## config.mk

```make
export PLATFORM = sky130hd
export DESIGN_NAME = mem_access_stage_flat
export DESIGN_NICKNAME = d
export VERILOG_FILES = /design/src/rtl/mem_access_stage_if.sv /design/src/rtl/mem_access_stage.sv /design/src/flat_wrapper.sv
export SDC_FILE = /design/constraint.sdc
export NUM_CORES = 1
export LEC_CHECK = 0
export BUFFER_PORTS_ARGS = -buffer_cell sky130_fd_sc_hd__buf_4
export CAP_MARGIN = 20
export CORE_AREA = 2 2 148 150
export CTS_CLUSTER_SIZE = 30
export DETAILED_ROUTE_END_ITERATION = 10
export DIE_AREA = 0 0 150 152
export PLACE_DENSITY_LB_ADDON = 0.25
export REMOVE_ABC_BUFFERS = 1
export SLEW_MARGIN = 10
export SYNTH_ARGS = -nofsm -noshare
export SYNTH_HDL_FRONTEND = slang
export SYNTH_SLANG_ARGS = --single-unit
```

## constraint.sdc

```tcl
create_clock -name clk -period 2.8 [get_ports clk]
set_clock_uncertainty 0.2 [all_clocks]
set_input_delay 0.28 -clock clk [delete_from_list [all_inputs] [get_ports clk]]
set_output_delay 0.28 -clock clk [all_outputs]
set_load 0.05 [all_outputs]
```

## src/rtl/mem_access_stage_if.sv

```systemverilog
// Data-bus bundle between the MEM stage (master) and the data memory/cache (slave).
// Request fields are valid while dreq is high; drdata is valid with ddata_ok for loads.
interface mem_access_stage_if;
    logic        dreq;
    logic        dwr;
    logic [1:0]  dsize;
    logic [31:0] daddr;
    logic [31:0] dwdata;
    logic [3:0]  dwstrb;
    logic        daddr_ok;
    logic        ddata_ok;
    logic [31:0] drdata;

    modport master (
        output dreq, dwr, dsize, daddr, dwdata, dwstrb,
        input  daddr_ok, ddata_ok, drdata
    );

    modport slave (
        input  dreq, dwr, dsize, daddr, dwdata, dwstrb,
        output daddr_ok, ddata_ok, drdata
    );
endinterface

```

## src/rtl/mem_access_stage.sv

```systemverilog
// MEM stage of the 5-stage MIPS pipeline: issues loads/stores on the data bus,
// aligns load data, detects address errors and registers the MEM/WB outputs.
module mem_access_stage #(
    parameter int DW = 32
) (
    input  logic                 clk,
    input  logic                 rst,
    input  logic                 write,
    input  logic                 flush,
    input  logic [DW-1:0]        pc,
    input  logic [DW-1:0]        exe_data,
    input  logic [DW-1:0]        busB,
    input  logic [3:0]           mem_rd_en,
    input  logic [3:0]           mem_wr_en,
    input  logic                 ld_signed,
    input  logic                 mem_to_reg,
    input  logic                 reg_wen,
    input  logic [4:0]           reg_num,
    input  logic                 cp0_wen,
    input  logic [4:0]           cp0_num,
    input  logic [2:0]           cp0_sel,
    mem_access_stage_if.master   dbus,
    output logic                 stall_out,
    output logic [DW-1:0]        fwd_data,
    output logic [DW-1:0]        wb_pc,
    output logic [DW-1:0]        wb_data,
    output logic                 wb_reg_wen,
    output logic [4:0]           wb_reg_num,
    output logic                 wb_cp0_wen,
    output logic [4:0]           wb_cp0_num,
    output logic [2:0]           wb_cp0_sel,
    output logic                 wb_adel,
    output logic                 wb_ades,
    output logic [DW-1:0]        wb_badvaddr
);

    typedef enum logic [1:0] {S_IDLE, S_REQ, S_WAIT} state_t;

    state_t      state_reg, state_next;
    logic        killed_reg, killed_next;

    logic [3:0]  size_en;
    logic        is_byte, is_half, is_word;
    logic        mem_op, misaligned;
    logic [1:0]  a_lo;
    logic        dreq_int, dwr_int;
    logic [31:0] dwdata_int;
    logic [3:0]  dwstrb_int;
    logic [7:0]  ld_byte;
    logic [15:0] ld_half;
    logic [31:0] ld_data;
    logic        wb_kill;

    assign size_en    = mem_rd_en | mem_wr_en;
    assign is_byte    = (size_en == 4'b0001);
    assign is_half    = (size_en == 4'b0011);
    assign is_word    = (size_en == 4'b1111);
    assign mem_op     = |size_en;
    assign a_lo       = exe_data[1:0];
    assign misaligned = (is_half & a_lo[0]) | (is_word & (a_lo != 2'b00));

    assign dreq_int = ((state_reg == S_IDLE) & mem_op & ~misaligned & ~flush)
                    | (state_reg == S_REQ);
    assign dwr_int  = |mem_wr_en;

    // Per-lane store data replication and byte strobes
    for (genvar gi = 0; gi < 4; gi++) begin : g_lane
        localparam logic [1:0] LANE = 2'(gi);
        assign dwdata_int[8*gi +: 8] = is_word ? busB[8*gi +: 8] :
                                       is_half ? busB[8*(gi%2) +: 8] :
                                                 busB[7:0];
        assign dwstrb_int[gi] = dwr_int & (is_word
                              | (is_half & (a_lo[1] == LANE[1]))
                              | (is_byte & (a_lo == LANE)));
    end

    assign dbus.dreq   = dreq_int;
    assign dbus.dwr    = dwr_int;
    assign dbus.dsize  = is_word ? 2'd2 : (is_half ? 2'd1 : 2'd0);
    assign dbus.daddr  = exe_data;
    assign dbus.dwdata = dwdata_int;
    assign dbus.dwstrb = dwstrb_int;

    assign ld_byte = dbus.drdata[{a_lo, 3'b000} +: 8];
    assign ld_half = dbus.drdata[{a_lo[1], 4'b0000} +: 16];

    always_comb begin
        ld_data = dbus.drdata;
        if (is_byte)
            ld_data = {{24{ld_signed & ld_byte[7]}}, ld_byte};
        else if (is_half)
            ld_data = {{16{ld_signed & ld_half[15]}}, ld_half};
    end

    assign fwd_data = mem_to_reg ? ld_data : exe_data;

    // The completion cycle (WAIT with ddata_ok) releases the pipe so WB captures the data
    assign stall_out = (state_reg == S_REQ)
                     | ((state_reg == S_WAIT) & ~dbus.ddata_ok)
                     | ((state_reg == S_IDLE) & mem_op & ~misaligned & ~flush);

    always_comb begin
        state_next  = state_reg;
        killed_next = killed_reg;
        case (state_reg)
            S_IDLE: begin
                if (dreq_int) begin
                    state_next  = dbus.daddr_ok ? S_WAIT : S_REQ;
                    killed_next = 1'b0;
                end
            end
            S_REQ: begin
                if (dbus.daddr_ok) begin
                    state_next  = S_WAIT;
                    killed_next = killed_reg | flush;
                end else if (flush) begin
                    state_next  = S_IDLE;
                end
            end
            S_WAIT: begin
                if (dbus.ddata_ok) begin
                    state_next  = S_IDLE;
                    killed_next = 1'b0;
                end else begin
                    killed_next = killed_reg | flush;
                end
            end
            default: begin
                state_next  = S_IDLE;
                killed_next = 1'b0;
            end
        endcase
    end

    always_ff @(posedge clk) begin
        if (!rst) begin
            state_reg  <= S_IDLE;
            killed_reg <= 1'b0;
        end else begin
            state_reg  <= state_next;
            killed_reg <= killed_next;
        end
    end

    // A transaction flushed mid-flight still completes on the bus but never writes back
    assign wb_kill = flush | killed_reg;

    always_ff @(posedge clk) begin
        if (!rst) begin
            wb_pc       <= '0;
            wb_data     <= '0;
            wb_reg_wen  <= 1'b0;
            wb_reg_num  <= '0;
            wb_cp0_wen  <= 1'b0;
            wb_cp0_num  <= '0;
            wb_cp0_sel  <= '0;
            wb_adel     <= 1'b0;
            wb_ades     <= 1'b0;
            wb_badvaddr <= '0;
        end else if (write && !stall_out) begin
            wb_pc       <= pc;
            wb_data     <= fwd_data;
            wb_reg_wen  <= reg_wen & ~misaligned & ~wb_kill;
            wb_reg_num  <= reg_num;
            wb_cp0_wen  <= cp0_wen & ~misaligned & ~wb_kill;
            wb_cp0_num  <= cp0_num;
            wb_cp0_sel  <= cp0_sel;
            wb_adel     <= misaligned & (|mem_rd_en) & ~wb_kill;
            wb_ades     <= misaligned & (|mem_wr_en) & ~wb_kill;
            wb_badvaddr <= misaligned ? exe_data : '0;
        end
    end

endmodule

```

## src/flat_wrapper.sv

```systemverilog
// flat-port wrapper written by rule: the top's interface ports become plain ports
module mem_access_stage_flat 
#(
    parameter int DW = 32
)
  (clk, rst, write, flush, pc, exe_data, busB, mem_rd_en, mem_wr_en, ld_signed, mem_to_reg, reg_wen, reg_num, cp0_wen, cp0_num, cp0_sel, stall_out, fwd_data, wb_pc, wb_data, wb_reg_wen, wb_reg_num, wb_cp0_wen, wb_cp0_num, wb_cp0_sel, wb_adel, wb_ades, wb_badvaddr, dbus_dreq, dbus_dwr, dbus_dsize, dbus_daddr, dbus_dwdata, dbus_dwstrb, dbus_daddr_ok, dbus_ddata_ok, dbus_drdata);
  mem_access_stage_if dbus_i ();
  input  logic clk;
  input  logic rst;
  input  logic write;
  input  logic flush;
  input  logic [DW-1:0] pc;
  input  logic [DW-1:0] exe_data;
  input  logic [DW-1:0] busB;
  input  logic [3:0] mem_rd_en;
  input  logic [3:0] mem_wr_en;
  input  logic ld_signed;
  input  logic mem_to_reg;
  input  logic reg_wen;
  input  logic [4:0] reg_num;
  input  logic cp0_wen;
  input  logic [4:0] cp0_num;
  input  logic [2:0] cp0_sel;
  output logic stall_out;
  output logic [DW-1:0] fwd_data;
  output logic [DW-1:0] wb_pc;
  output logic [DW-1:0] wb_data;
  output logic wb_reg_wen;
  output logic [4:0] wb_reg_num;
  output logic wb_cp0_wen;
  output logic [4:0] wb_cp0_num;
  output logic [2:0] wb_cp0_sel;
  output logic wb_adel;
  output logic wb_ades;
  output logic [DW-1:0] wb_badvaddr;
  output wire logic [$bits(dbus_i.dreq)-1:0] dbus_dreq;
  output wire logic [$bits(dbus_i.dwr)-1:0] dbus_dwr;
  output wire logic [$bits(dbus_i.dsize)-1:0] dbus_dsize;
  output wire logic [$bits(dbus_i.daddr)-1:0] dbus_daddr;
  output wire logic [$bits(dbus_i.dwdata)-1:0] dbus_dwdata;
  output wire logic [$bits(dbus_i.dwstrb)-1:0] dbus_dwstrb;
  input wire logic [$bits(dbus_i.daddr_ok)-1:0] dbus_daddr_ok;
  input wire logic [$bits(dbus_i.ddata_ok)-1:0] dbus_ddata_ok;
  input wire logic [$bits(dbus_i.drdata)-1:0] dbus_drdata;
  assign dbus_dreq = dbus_i.dreq;
  assign dbus_dwr = dbus_i.dwr;
  assign dbus_dsize = dbus_i.dsize;
  assign dbus_daddr = dbus_i.daddr;
  assign dbus_dwdata = dbus_i.dwdata;
  assign dbus_dwstrb = dbus_i.dwstrb;
  assign dbus_i.daddr_ok = dbus_daddr_ok;
  assign dbus_i.ddata_ok = dbus_ddata_ok;
  assign dbus_i.drdata = dbus_drdata;
  mem_access_stage #(.DW(DW)) u_core (.clk(clk), .rst(rst), .write(write), .flush(flush), .pc(pc), .exe_data(exe_data), .busB(busB), .mem_rd_en(mem_rd_en), .mem_wr_en(mem_wr_en), .ld_signed(ld_signed), .mem_to_reg(mem_to_reg), .reg_wen(reg_wen), .reg_num(reg_num), .cp0_wen(cp0_wen), .cp0_num(cp0_num), .cp0_sel(cp0_sel), .dbus(dbus_i), .stall_out(stall_out), .fwd_data(fwd_data), .wb_pc(wb_pc), .wb_data(wb_data), .wb_reg_wen(wb_reg_wen), .wb_reg_num(wb_reg_num), .wb_cp0_wen(wb_cp0_wen), .wb_cp0_num(wb_cp0_num), .wb_cp0_sel(wb_cp0_sel), .wb_adel(wb_adel), .wb_ades(wb_ades), .wb_badvaddr(wb_badvaddr));
endmodule
```

* Word level (Yosys, flattened, before mapping)
Cells that the tools add are included.
Word-level totals: register bits after elaboration 116, input bits 159, output and inout port bits 218, word-level logic and storage cells 99
Cells by class: eq/ne operators 12, shift operators 2, muxes and demuxes 20, bitwise operators 43, reductions and logical operators 10
Operator list (number):
- 32-bit 2-to-1 mux | 4
- 8-bit 2-to-1 mux | 4
- 32-bit by 6-bit variable part select with 16-bit output | 1
- 32-bit by 6-bit variable part select with 8-bit output | 1
- 1-bit AND | 26
- 2-bit 2-to-1 mux | 6
- 4-bit OR reduction | 3
- 1-bit OR | 11
- 2-bit equality test, second input constant | 3
- 2-bit != test, second input constant | 3
- 2-bit one-hot mux with 3 select lines | 1
- 1-bit NOT | 5
- 2-bit by 1-bit equality test with 1-bit output, second input constant | 2
- 4-bit by 1-bit equality test with 1-bit output, second input constant | 1
- 4-bit by 2-bit equality test with 1-bit output, second input constant | 1
- 4-bit equality test, second input constant | 1
- 2-bit logical NOT | 2
- 1-bit 2-to-1 mux | 4
- 4-bit OR | 1
- 3-bit != test, second input constant | 1
- 1-bit one-hot mux with 3 select lines | 1
- 3-bit AND reduction | 1
- 2-bit AND reduction | 1
- 2-bit nonzero test | 1
- other kinds (2) | 2

* Depth between registers and ports, before layout
depth in word-level cells 10, depth in mapped cells 10, gate-level depth less buffers 7

* Worst setup path before layout
Ideal clock, no wire load.
kind input to output, start input port mem_wr_en[2], end output port dbus_dwstrb[1], data arrival time 2.335 ns, data required time 2.320 ns, path slack -0.015 ns, stages on the path 6, path buffers 1, cell sequence or4_4 > nor2_1 > buf_2 > a21oi_1 > o22a_1 > nor2_1
Between the ends: word-level cells in the longest chain between the ends 6, elaborated cells on any way between the ends 10, those cells by class eq/ne: 3; bitwise: 6; reduce/logical: 1
Ends and longest elaborated chain:
- from (decl) | RTL line flat_wrapper.sv:16 | input logic [3:0] mem_wr_en;
- 4-bit OR | RTL line mem_access_stage.sv:54 | assign size_en = mem_rd_en | mem_wr_en;
- 4-bit by 2-bit equality test with 1-bit output | RTL line mem_access_stage.sv:56 | assign is_half = (size_en == 4'b0011);
- 1-bit AND | RTL line mem_access_stage.sv:73 | | (is_half & (a_lo[1] == LANE[1]))
- 1-bit OR | RTL line mem_access_stage.sv:73
- 1-bit OR | RTL line mem_access_stage.sv:74 | | (is_byte & (a_lo == LANE)));
- 1-bit AND (*) | RTL line mem_access_stage.sv:72 | assign dwstrb_int[gi] = dwr_int & (is_word
- to (decl) | RTL line flat_wrapper.sv:41 | output wire logic [$bits(dbus_i.dwstrb)-1:0] dbus_dwstrb;
Mark *: on every way between the ends. The rest lies on a longest branch, timed or not.

* Final worst setup path
start input port exe_data[0], end output port fwd_data[2]
Between the ends: word-level cells in the longest chain between the ends 3
Ends and longest elaborated chain:
- from (decl) | RTL line flat_wrapper.sv:13 | input logic [DW-1:0] exe_data;
- 32-bit by 6-bit variable part select with 8-bit output | RTL line mem_access_stage.sv:84 | assign ld_byte = dbus.drdata[{a_lo, 3'b000} +: 8];
- 32-bit 2-to-1 mux | RTL line mem_access_stage.sv:89 | if (is_byte)
- 32-bit 2-to-1 mux | RTL line mem_access_stage.sv:95 | assign fwd_data = mem_to_reg ? ld_data : exe_data;
- to (decl) | RTL line flat_wrapper.sv:25 | output logic [DW-1:0] fwd_data;
No other way between the ends.

==> results_dict.tcl <==
set metrics [dict create \
    cp_slowest_cell "o21ai_0" \
    start_util 0.301 \
    synth_top_cell_by_area "dfxtp_1" \
    mappedNetlistArea_um2 6420 \
    clockBufferDepth 2 \
    clock-sinks 116 \
    critPathMaxFanout 22 \
    status "finished, final reports clean" \
    num_vias 7290 \
    clk_pin_slew_ns 0.07 \
    hp-class "primary input to flop" \
    cts_hold_buf 78 \
    first_pass_iters 5 \
    final_nets 1366 \
    grt_pass1_vias 7225 \
    postCtsSetupBuffers 0 \
    coreArea_um2 21400 \
    fmax_mhz 378 \
    ys_seq_area_frac 0.362 \
    port_buffers 376 \
    fp.dieW_um 150 \
    wl_per_cell_um 17.8 \
    final_layout_size_suffix_gt1_frac 0.398 \
    synth_edf_count 0 \
    cp_top_family "buffers and inverters" \
    numCtsBuffers 17 \
    period_needed_ns 2.64 \
    tritoncts "done" \
    maxSlewHeadroom 0.567 \
    ff2ff_path_depth 8 \
    finalSetupViolCount 0 \
    design_area_um2 10700 \
    synth_ff_type "dfxtp_1" \
    dieArea_um2 22800 \
    fp-row-count 54 \
    end_kind "primary output" \
    syn2layout_area_growth_pct 66.4 \
    antenna_left 0 \
    cts_max_level 4 \
    yosysMostFrequentCell "nand2_1" \
    placed_area_um2 9290 \
    grtUsageTotal 0.227 \
    postSynth.asyncResetShare 0 \
    hold_path_depth 3 \
    worst_slack_ns 0.155 \
    place_ws_ns 0.162 \
    grt_first_pass_wirelength_um 40600 \
    path_buf_inv 5 \
    ios 377 \
    hpwl_um 19200 \
    path_cells "buf_4 -> buf_4 -> nor3b_2 -> buf_4 -> mux2i_1 -> a21oi_1 -> o21ai_0 -> inv_1 -> buf_4" \
    grt-ovfl-total 0 \
    power.leakage_nw 5.03 \
    synth_common_cells "nand2_1, dfxtp_1, mux2i_1" \
    arrival_ns 2.16 \
    netlist.area_leader.share 0.362 \
    totalWireLength_um 26600 \
    drcViolationCount 0 \
    slew_viol_final 0 \
    yosys_warnings 0 \
    power.total_w 0.00682 \
    period_share 0.945 \
    cp_num_cells 9 \
    die_h_um 152 \
    yosys-top-cells-area "dfxtp_1, nand2_1, mux2i_1" \
    cts-root-buf "clkbuf_16" \
    cts_resized 0 \
    reg_top3 "u_core.wb_badvaddr x32, u_core.wb_data x32, u_core.wb_pc x32" \
    syn_area_per_cell_um2 8.04 \
    synthCells 798 \
    critPathKind "primary input to primary output" \
    antenna_cells 0 \
    ys_types 54 \
    crit_top_cell "buf_4" \
    hold_violations 0 \
    ys_ff_latch 116 \
    antenna_found_initial 0 \
    tightest_slew_ns 0.650 \
    grt_max_degree 84 \
    required_ns 2.32 \
    drt-initial-drc-count 275 \
    gp_congestion 0.812 \
    peakVddDrop_uv 378 \
    cp-start-kind "primary input" \
    clk_latency_ns 0.41 \
    p_per_area_nw_per_um2 638 \
    cap_viol_max_count 0 \
    via_per_inst 4.87 \
    rsz0062_at_grt "no" \
    slowest_delay_ns 0.36 \
]
## per-stage QoR
| step | std cells | setup TNS (ns) | hold WS [ns] | util |
|---|---|---|---|---|
| 3_5_place_dp | 1387 | 0 | 0.249 | 0.435 |
| 3_3_place_gp | 1386 | -0.255 | 0.242 | 0.435 |
| 5_1_grt | 1497 | 0 | 0.0360 | 0.500 |
| 4_1_cts | 1497 | 0 | 0.00297 | 0.500 |
| 2_1_floorplan | 692 | -52.34 | 0.213 | - |
| 6_report | 1497 | 0 | 0.0206 | 0.500 |
## cell families (layout without fill, tap and decap cells)
family	after synthesis	in the layout	synth area share
flops	116	116	0.362
mux	68	68	0.111
simple gates	316	316	0.220
fa+ha+maj	3	3	0.00585
buf+inv	137	556	0.121
compound gates	158	158	0.181
## area by class of cell
type	count	area (um2)
fillers	2085	10700
clock buffers	17	425
repair buffers	493	3950
well taps	280	350
flip-flops and latches	116	2320
multi-input cells	545	3330
inverters	31	116
clock inverters	15	184
## worst register-to-register path: stages (launching register included)
cell     delay [ns]
dfxtp_1        0.38
inv_1          0.09
ha_1           0.21
nor2b_1        0.15
nor2_1         0.30
and2_2         0.32
and2_4         0.31
buf_4          0.29
mux2i_1        0.23
## where the power goes
group | internal, W | total [W] | leakage (nW) | switching [W]
registers | 0.00182 | 0.00191 | 0.949 | 0.0000927
logic | 0.000894 | 0.00262 | 3.79 | 0.00173
clock network | 0.00136 | 0.00228 | 0.295 | 0.000928
## cells in the final DEF (no fill, tap or decap), types with 2 or more instances in the layout
cell type and count:
or2_2 2, nand2_1 182, mux4_2 2, inv_6 5, a311oi_1 6, or3_1 3
ha_1 3, o211ai_1 2, nor2_1 46, bufinv_16 2, buf_4 409, dfxtp_1 116
o21ai_0 45, buf_12 4, nor4_2 2, a32oi_1 2, mux2_2 8, a222oi_1 8
dlygate4sd3_1 78, o211a_1 7, inv_1 31, and3_1 2, nand4_1 41, a211oi_1 13
nor2b_1 13, clkbuf_16 17, a31oi_1 10, o22a_1 2, mux2i_1 58, nor3_1 7
a21oi_2 11, nand3_1 11, buf_6 2, a22o_1 20, inv_8 5, a21oi_1 20
clkinvlp_4 2
## metal layers
| layer | GRT usage | vias up | part of all wire |
|---|---|---|---|
| li1 | - | 3561 | - |
| met5 | 0 | - | 0 |
| met1 | 0.280 | 3412 | 0.41 |
| met2 | 0.385 | 292 | 0.48 |
| met3 | 0.0643 | 25 | 0.090 |
| met4 | 0.0624 | 0 | 0.016 |
## final timing paths
| kind | slack [ns] | startpoint | endpoint |
|---|---|---|---|
| setup / recovery | 0.16 | exe_data[0] | fwd_data[2] |
| hold / removal | 0.02 | rst | u_core.wb_cp0_sel[0]$_SDFFE_PN0P_ |
| setup reg to reg | 0.26 | u_core.state_reg[0]$_SDFFE_PN0P_ | u_core.wb_reg_num[1]$_SDFFE_PN0P_ |
| hold reg to reg | 0.26 | u_core.wb_pc[1]$_SDFFE_PN0P_ | u_core.wb_pc[1]$_SDFFE_PN0P_ |
No activity file was read; power rests on OpenSTA's default activity.
